**src/rtl/parity_frame_ctrl_pkg.sv**
```systemverilog
// Shared types, constants and helpers for the parity frame controller.
package parity_pkg;

  // Handshake / sequencing states of the controller.
  typedef enum logic [1:0] {
    IDLE   = 2'd0,
    SHIFT  = 2'd1,
    REPORT = 2'd2
  } state_t;

  // Encoding of the serial parity tracker.
  localparam logic PAR_EVEN = 1'b0;
  localparam logic PAR_ODD  = 1'b1;

  // Bit counter must hold the value DATA_W (index of the parity bit).
  function automatic int cnt_width(input int data_w);
    return $clog2(data_w + 1);
  endfunction

  // Final tracker state matches the expected parity sense.
  function automatic logic parity_match(input logic par_state, input logic odd_mode);
    return par_state == (odd_mode ? PAR_ODD : PAR_EVEN);
  endfunction

endpackage

```
**src/rtl/parity_frame_ctrl_seq.sv**
```systemverilog
// Two-state Even/Odd serial parity tracker; clr returns it to Even.
module parity_seq
  import parity_pkg::*;
(
  input  logic clk,
  input  logic rst,
  input  logic clr,
  input  logic en,
  input  logic bit_in,
  output logic par_state
);

  // Toggle on every enabled 1 bit; a synchronous clear wins over enable.
  always_ff @(posedge clk or negedge rst) begin
    if (!rst) begin
      par_state <= PAR_EVEN;
    end else if (clr) begin
      par_state <= PAR_EVEN;
    end else if (en && bit_in) begin
      par_state <= ~par_state;
    end
  end

endmodule

```
**src/rtl/parity_frame_ctrl.sv**
```systemverilog
// Parity frame controller: accepts a word plus parity bit, streams it LSB
// first through one shared serial tracker, reports pass/fail and keeps a
// saturating count of failed words.
module parity_frame_ctrl
  import parity_pkg::*;
#(
  parameter int DATA_W    = 8,
  parameter int ERR_CNT_W = 8
) (
  input  logic                 clk,
  input  logic                 rst,
  input  logic                 in_valid,
  output logic                 in_ready,
  input  logic [DATA_W-1:0]    in_data,
  input  logic                 in_par,
  input  logic                 odd_mode,
  output logic                 out_valid,
  input  logic                 out_ready,
  output logic                 out_ok,
  output logic [ERR_CNT_W-1:0] err_cnt,
  input  logic                 err_clr,
  output logic                 busy
);

  localparam int CNT_W = cnt_width(DATA_W);

  state_t               state_r;
  state_t               next_s;
  logic [DATA_W:0]      shreg_r;
  logic [CNT_W-1:0]     cnt_r;
  logic                 mode_r;
  logic                 ok_r;
  logic [ERR_CNT_W-1:0] err_cnt_r;

  logic accept_s;
  logic shift_s;
  logic last_s;
  logic report_hs_s;
  logic par_state_s;
  logic final_par_s;
  logic ok_s;

  assign accept_s    = (state_r == IDLE) && in_valid;
  assign shift_s     = (state_r == SHIFT);
  assign last_s      = shift_s && (cnt_r == CNT_W'(DATA_W));
  assign report_hs_s = (state_r == REPORT) && out_ready;

  // The tracker absorbs the last bit on the same edge that enters REPORT,
  // so the verdict is formed from the tracker's next value.
  assign final_par_s = par_state_s ^ shreg_r[0];
  assign ok_s        = parity_match(final_par_s, mode_r);

  parity_seq u_seq (
    .clk       (clk),
    .rst       (rst),
    .clr       (accept_s),
    .en        (shift_s),
    .bit_in    (shreg_r[0]),
    .par_state (par_state_s)
  );

  // State register.
  always_ff @(posedge clk or negedge rst) begin
    if (!rst) begin
      state_r <= IDLE;
    end else begin
      state_r <= next_s;
    end
  end

  // Next-state logic: accept in IDLE, count bits in SHIFT, wait for consumer in REPORT.
  always_comb begin
    next_s = state_r;
    case (state_r)
      IDLE: begin
        if (in_valid) begin
          next_s = SHIFT;
        end else begin
          next_s = IDLE;
        end
      end
      SHIFT: begin
        if (last_s) begin
          next_s = REPORT;
        end else begin
          next_s = SHIFT;
        end
      end
      REPORT: begin
        if (out_ready) begin
          next_s = IDLE;
        end else begin
          next_s = REPORT;
        end
      end
      default: begin
        next_s = IDLE;
      end
    endcase
  end

  // Capture the word at accept, then shift it right one bit per SHIFT cycle.
  always_ff @(posedge clk or negedge rst) begin
    if (!rst) begin
      shreg_r <= {(DATA_W + 1){1'b0}};
      cnt_r   <= {CNT_W{1'b0}};
      mode_r  <= 1'b0;
    end else if (accept_s) begin
      shreg_r <= {in_par, in_data};
      cnt_r   <= {CNT_W{1'b0}};
      mode_r  <= odd_mode;
    end else if (shift_s) begin
      shreg_r <= {1'b0, shreg_r[DATA_W:1]};
      if (!last_s) begin
        cnt_r <= cnt_r + CNT_W'(1'b1);
      end
    end
  end

  // Verdict register: set when entering REPORT, cleared once the result is taken.
  always_ff @(posedge clk or negedge rst) begin
    if (!rst) begin
      ok_r <= 1'b0;
    end else if (last_s) begin
      ok_r <= ok_s;
    end else if (report_hs_s) begin
      ok_r <= 1'b0;
    end
  end

  // Saturating failure counter; a clear in the same cycle drops the increment.
  always_ff @(posedge clk or negedge rst) begin
    if (!rst) begin
      err_cnt_r <= {ERR_CNT_W{1'b0}};
    end else if (err_clr) begin
      err_cnt_r <= {ERR_CNT_W{1'b0}};
    end else if (last_s && !ok_s && !(&err_cnt_r)) begin
      err_cnt_r <= err_cnt_r + ERR_CNT_W'(1'b1);
    end
  end

  assign in_ready  = (state_r == IDLE);
  assign out_valid = (state_r == REPORT);
  assign busy      = (state_r != IDLE);
  assign out_ok    = ok_r;
  assign err_cnt   = err_cnt_r;

endmodule

```
**config.mk**
```make
export PLATFORM = sky130hd
export DESIGN_NAME = parity_frame_ctrl
export DESIGN_NICKNAME = d
export VERILOG_FILES = /design/src/rtl/parity_frame_ctrl_pkg.sv /design/src/rtl/parity_frame_ctrl_seq.sv /design/src/rtl/parity_frame_ctrl.sv
export SDC_FILE = /design/constraint.sdc
export NUM_CORES = 1
export LEC_CHECK = 0
export CORE_MARGIN = 3
export CORE_UTILIZATION = 52
export CTS_BUF_LIST = sky130_fd_sc_hd__clkbuf_4 sky130_fd_sc_hd__clkbuf_8
export DETAILED_ROUTE_END_ITERATION = 6
export PLACE_DENSITY = 0.88
export SYNTH_ARGS = -nofsm -noshare
export SYNTH_HDL_FRONTEND = slang
export SYNTH_HIERARCHICAL = 1
export SYNTH_SLANG_ARGS = --single-unit
```
**constraint.sdc**
```tcl
create_clock -name clk -period 2.3 [get_ports clk]
set_input_delay 0.46 -clock clk [delete_from_list [all_inputs] [get_ports clk]]
set_output_delay 0.46 -clock clk [all_outputs]
set_load 0.005 [all_outputs]
```
==> results.ini <==
[run_status]
status=finished, final reports clean

[global_route]
busiest_layer=met2
grt_pass1_wl_mm=4.58
gr-usage-met3_pct=2.32
grt_pass1_vias=1069
antenna_found_initial=0
grt_overflow=0
met1_usage_pct=23.4
grt_usage_pct=18.0
grt_max_degree=27
use_met2_pct=30.4

[power]
clkPwrFrac_pct=14.8
p_comb_share_pct=39.5
internal_power_uw=981
peakVddDrop_mv=0.681
swShare_pct=35.4
pwr-share-seq_pct=45.6
p_leak_uw=0.000703
power.density_nw_per_um2=940
p_switching_uw=537

[clocking]
cts.path.max_buffers=2
tritoncts=done
cts.sinks=26
clk_root_buffer_cell=clkbuf_4
cts.reportedPaths.clkPinSlew_ns=0.14
htreeDepth=1
cts_made_buffers=3
worstSkewPairLatency_ns=0.31

[synthesis]
syn_inst=136
synthMuxAreaShare_pct=0
synth.avg_cell_area_um2=9.42
netlist_top_cells_count=nand2_1 (29), dfrtp_1 (26), inv_1 (9)
synth-compound-area-share_pct=15.5
synth_top_family_by_area=simple AND/OR/NAND/NOR gates
yosys.area_share.simple_pct=22.9
syn-cell-area_um2=1280
yosysSeqAreaShare_pct=50.8
synth_ff_type=dfrtp_1
syn_nets=154
synth_area_leaders=dfrtp_1 (51%), nand2_1 (8.5%), a22oi_1 (4.7%), a21oi_1 (3.1%), ha_1 (2.9%)
synth-seq-cells=26
synth-adder-area-share_pct=2.93
async_flop_share_pct=100
synth-edff-count=0
yosysMostFrequentCell=nand2_1
synth-xor-area-share_pct=3.32
yosysUniqueCellTypes=31
yosysWarnings=6
yosysTopAreaCellShare_pct=50.8
synth_area_leader_cell=dfrtp_1

[setup_path]
critPathBufInv=1
critPathSlowestCell=or4_1
critical-path-top-delay-family=simple AND/OR/NAND/NOR gates
crit_path_end_kind=flop
arrival_ns=2.18
critPathMaxFanout=16
required_ns=2.55
worst-r2r-setup-slack_ns=0.37
r2r-end=err_cnt[6]$_DFFE_PN0P_
reg2reg_from=cnt_r[0]$_DFFE_PN0P_
critical_path_class=flop to flop
worstRegToRegCells=6
cpPeakStageDelay_ns=0.56
crit_chain=inv_1 > ha_1 > and3b_1 > nand3_2 > or4_1 > a21oi_1
worstSetupPathDepth=6
worst_setup_path_start_kind=flop

[sta]
finalHoldViolCount=0
drv_slew=0
worst_slew_pin_slew_ns=0.655
setup_tns_ns=0
max_freq_mhz=518
finClkSkew_ns=0.00653
timing.hold.ws_ns=0.487
timing.slew.headroom_pct=56.1
fin_crit_sh_pct=84.0
setup_viol=0
rsz0062_at_grt=false
timing.final.crit_period_ns=1.93

[run]
cap_viol_max_count=0

[placement]
dpl.hpwl_mm=1.99
place_area_um2=1570
dp_cells=187
place_congestion=0.870
port_buffers=26

[cells_and_area]
layoutNonFillerInstCount=191
drive_gt1_share_pct=6.75
fin_area_um2=1620
n_fill_cell=165
area_growth_pct=26.1
n_antenna_cell=0
fin_nets=182

[die]
core_area_um2=2280
die_x_um=55.6
start_util_pct=56.3
die-area_um2=3100
die_h_um=55.6
ioPinCount=27
rows=17

[route]
wire_per_inst_um=14.1
viasPerCell=5.73
dr_total_vias=1094
final_antenna_net_count=0
drt_iter0_markers=30
firstDrtPassIters=5
drc_errors=0
wl_mm=2.70

[hold_path]
hp-class=input port to asynchronous set/reset pin

## worst reg2reg max path, stage by stage, from the launching register on
cell and delay (ns):
dfrtp_1 0.45, inv_1 0.08, ha_1 0.17, and3b_1 0.21, nand3_2 0.24, or4_1 0.57
a21oi_1 0.15
## how the worst max path moves through the flow
| stage | start | endpoint | slack (ns) |
|---|---|---|---|
| global placement | shreg_r[0]$_DFFE_PN0P_ | err_cnt[4]$_DFFE_PN0P_ | 0.49 |
| floorplan | cnt_r[0]$_DFFE_PN0P_ | err_cnt[4]$_DFFE_PN0P_ | 0.70 |
| finish | cnt_r[0]$_DFFE_PN0P_ | err_cnt[6]$_DFFE_PN0P_ | 0.37 |
| CTS | err_cnt[0]$_DFFE_PN0P_ | err_cnt[0]$_DFFE_PN0P_ | 0.31 |
| detailed placement | err_cnt[0]$_DFFE_PN0P_ | err_cnt[0]$_DFFE_PN0P_ | 0.35 |
| global route | cnt_r[0]$_DFFE_PN0P_ | err_cnt[4]$_DFFE_PN0P_ | 0.22 |
## cell type report
cell class                 instances  area, µm²  share of cell area, %
clock buffer                       4       36.3                   2.25
sequential                        26        651                   40.3
multi-input combinational         95        577                   35.7
timing repair buffer              29        283                   17.5
tap                               28       35.0                   2.17
inverter                           9       33.8                   2.09
## layer usage
| layer | routed length, µm | vias to the layer above |
|---|---|---|
| met2 | 1360 | 34 |
| li1 | - | 533 |
| met3 | 138 | 8 |
| met1 | 1150 | 519 |
| met5 | 0 | - |
| met4 | 50 | 0 |
## registers in the layout (all words and copies together), names as in the netlist
name / count
out_ok: 1
shreg_r: 9
mode_r: 1
err_cnt: 8
state_r: 2
cnt_r: 4
u_seq/par_state: 1
## timing repair
action / CTS / global route
endpoints found under the setup margin: 0 / 3
resized for setup: 0 / 1
endpoints found under the hold margin: 0 / 0
buffers inserted: 0 / 0
hold buffers: 0 / 0
## stage by stage
stage / setup slack, ns / total power [µW] / utilization (%)
after floorplan: 0.704 / 1090 / -
final: 0.368 / 1520 / 71.0
after global routing: 0.221 / 1630 / 71.0
after global placement: 0.489 / 1260 / 69.2
after detailed placement: 0.348 / 1300 / 69.2
after CTS: 0.311 / 1530 / 70.8
## placed cells by master (no fill, tap or decap), types with 2 or more instances in the layout
cell type	instances
clkbuf_4	3
dfrtp_1	26
inv_1	9
or3_1	3
a21oi_1	8
nand3b_1	2
nand3_1	6
buf_4	3
nand2_1	29
a22oi_1	8
o31ai_1	5
o21ai_0	5
ha_1	3
nand4_1	2
xor2_1	2
nor2_1	5
or4_1	3
clkdlybuf4s50_1	26
## power groups by stage
stage          combinational [µW]  sequential (µW)  clock [µW]
2_1_floorplan                 411              679           0
3_3_place_gp                  566              690           0
3_5_place_dp                  603              702           0
4_1_cts                       604              692         235
5_1_grt                       667              710         253
6_report                      600              693         225
## kinds of logic (layout without fill, tap and decap cells)
logic type | count (synthesis) | after routing
fa+ha+maj | 3 | 3
simple gates | 59 | 59
flops | 26 | 26
compound gates | 30 | 30
buf+inv | 15 | 42
xor+xnor | 3 | 3
Power figures use the tool's default switching activity.
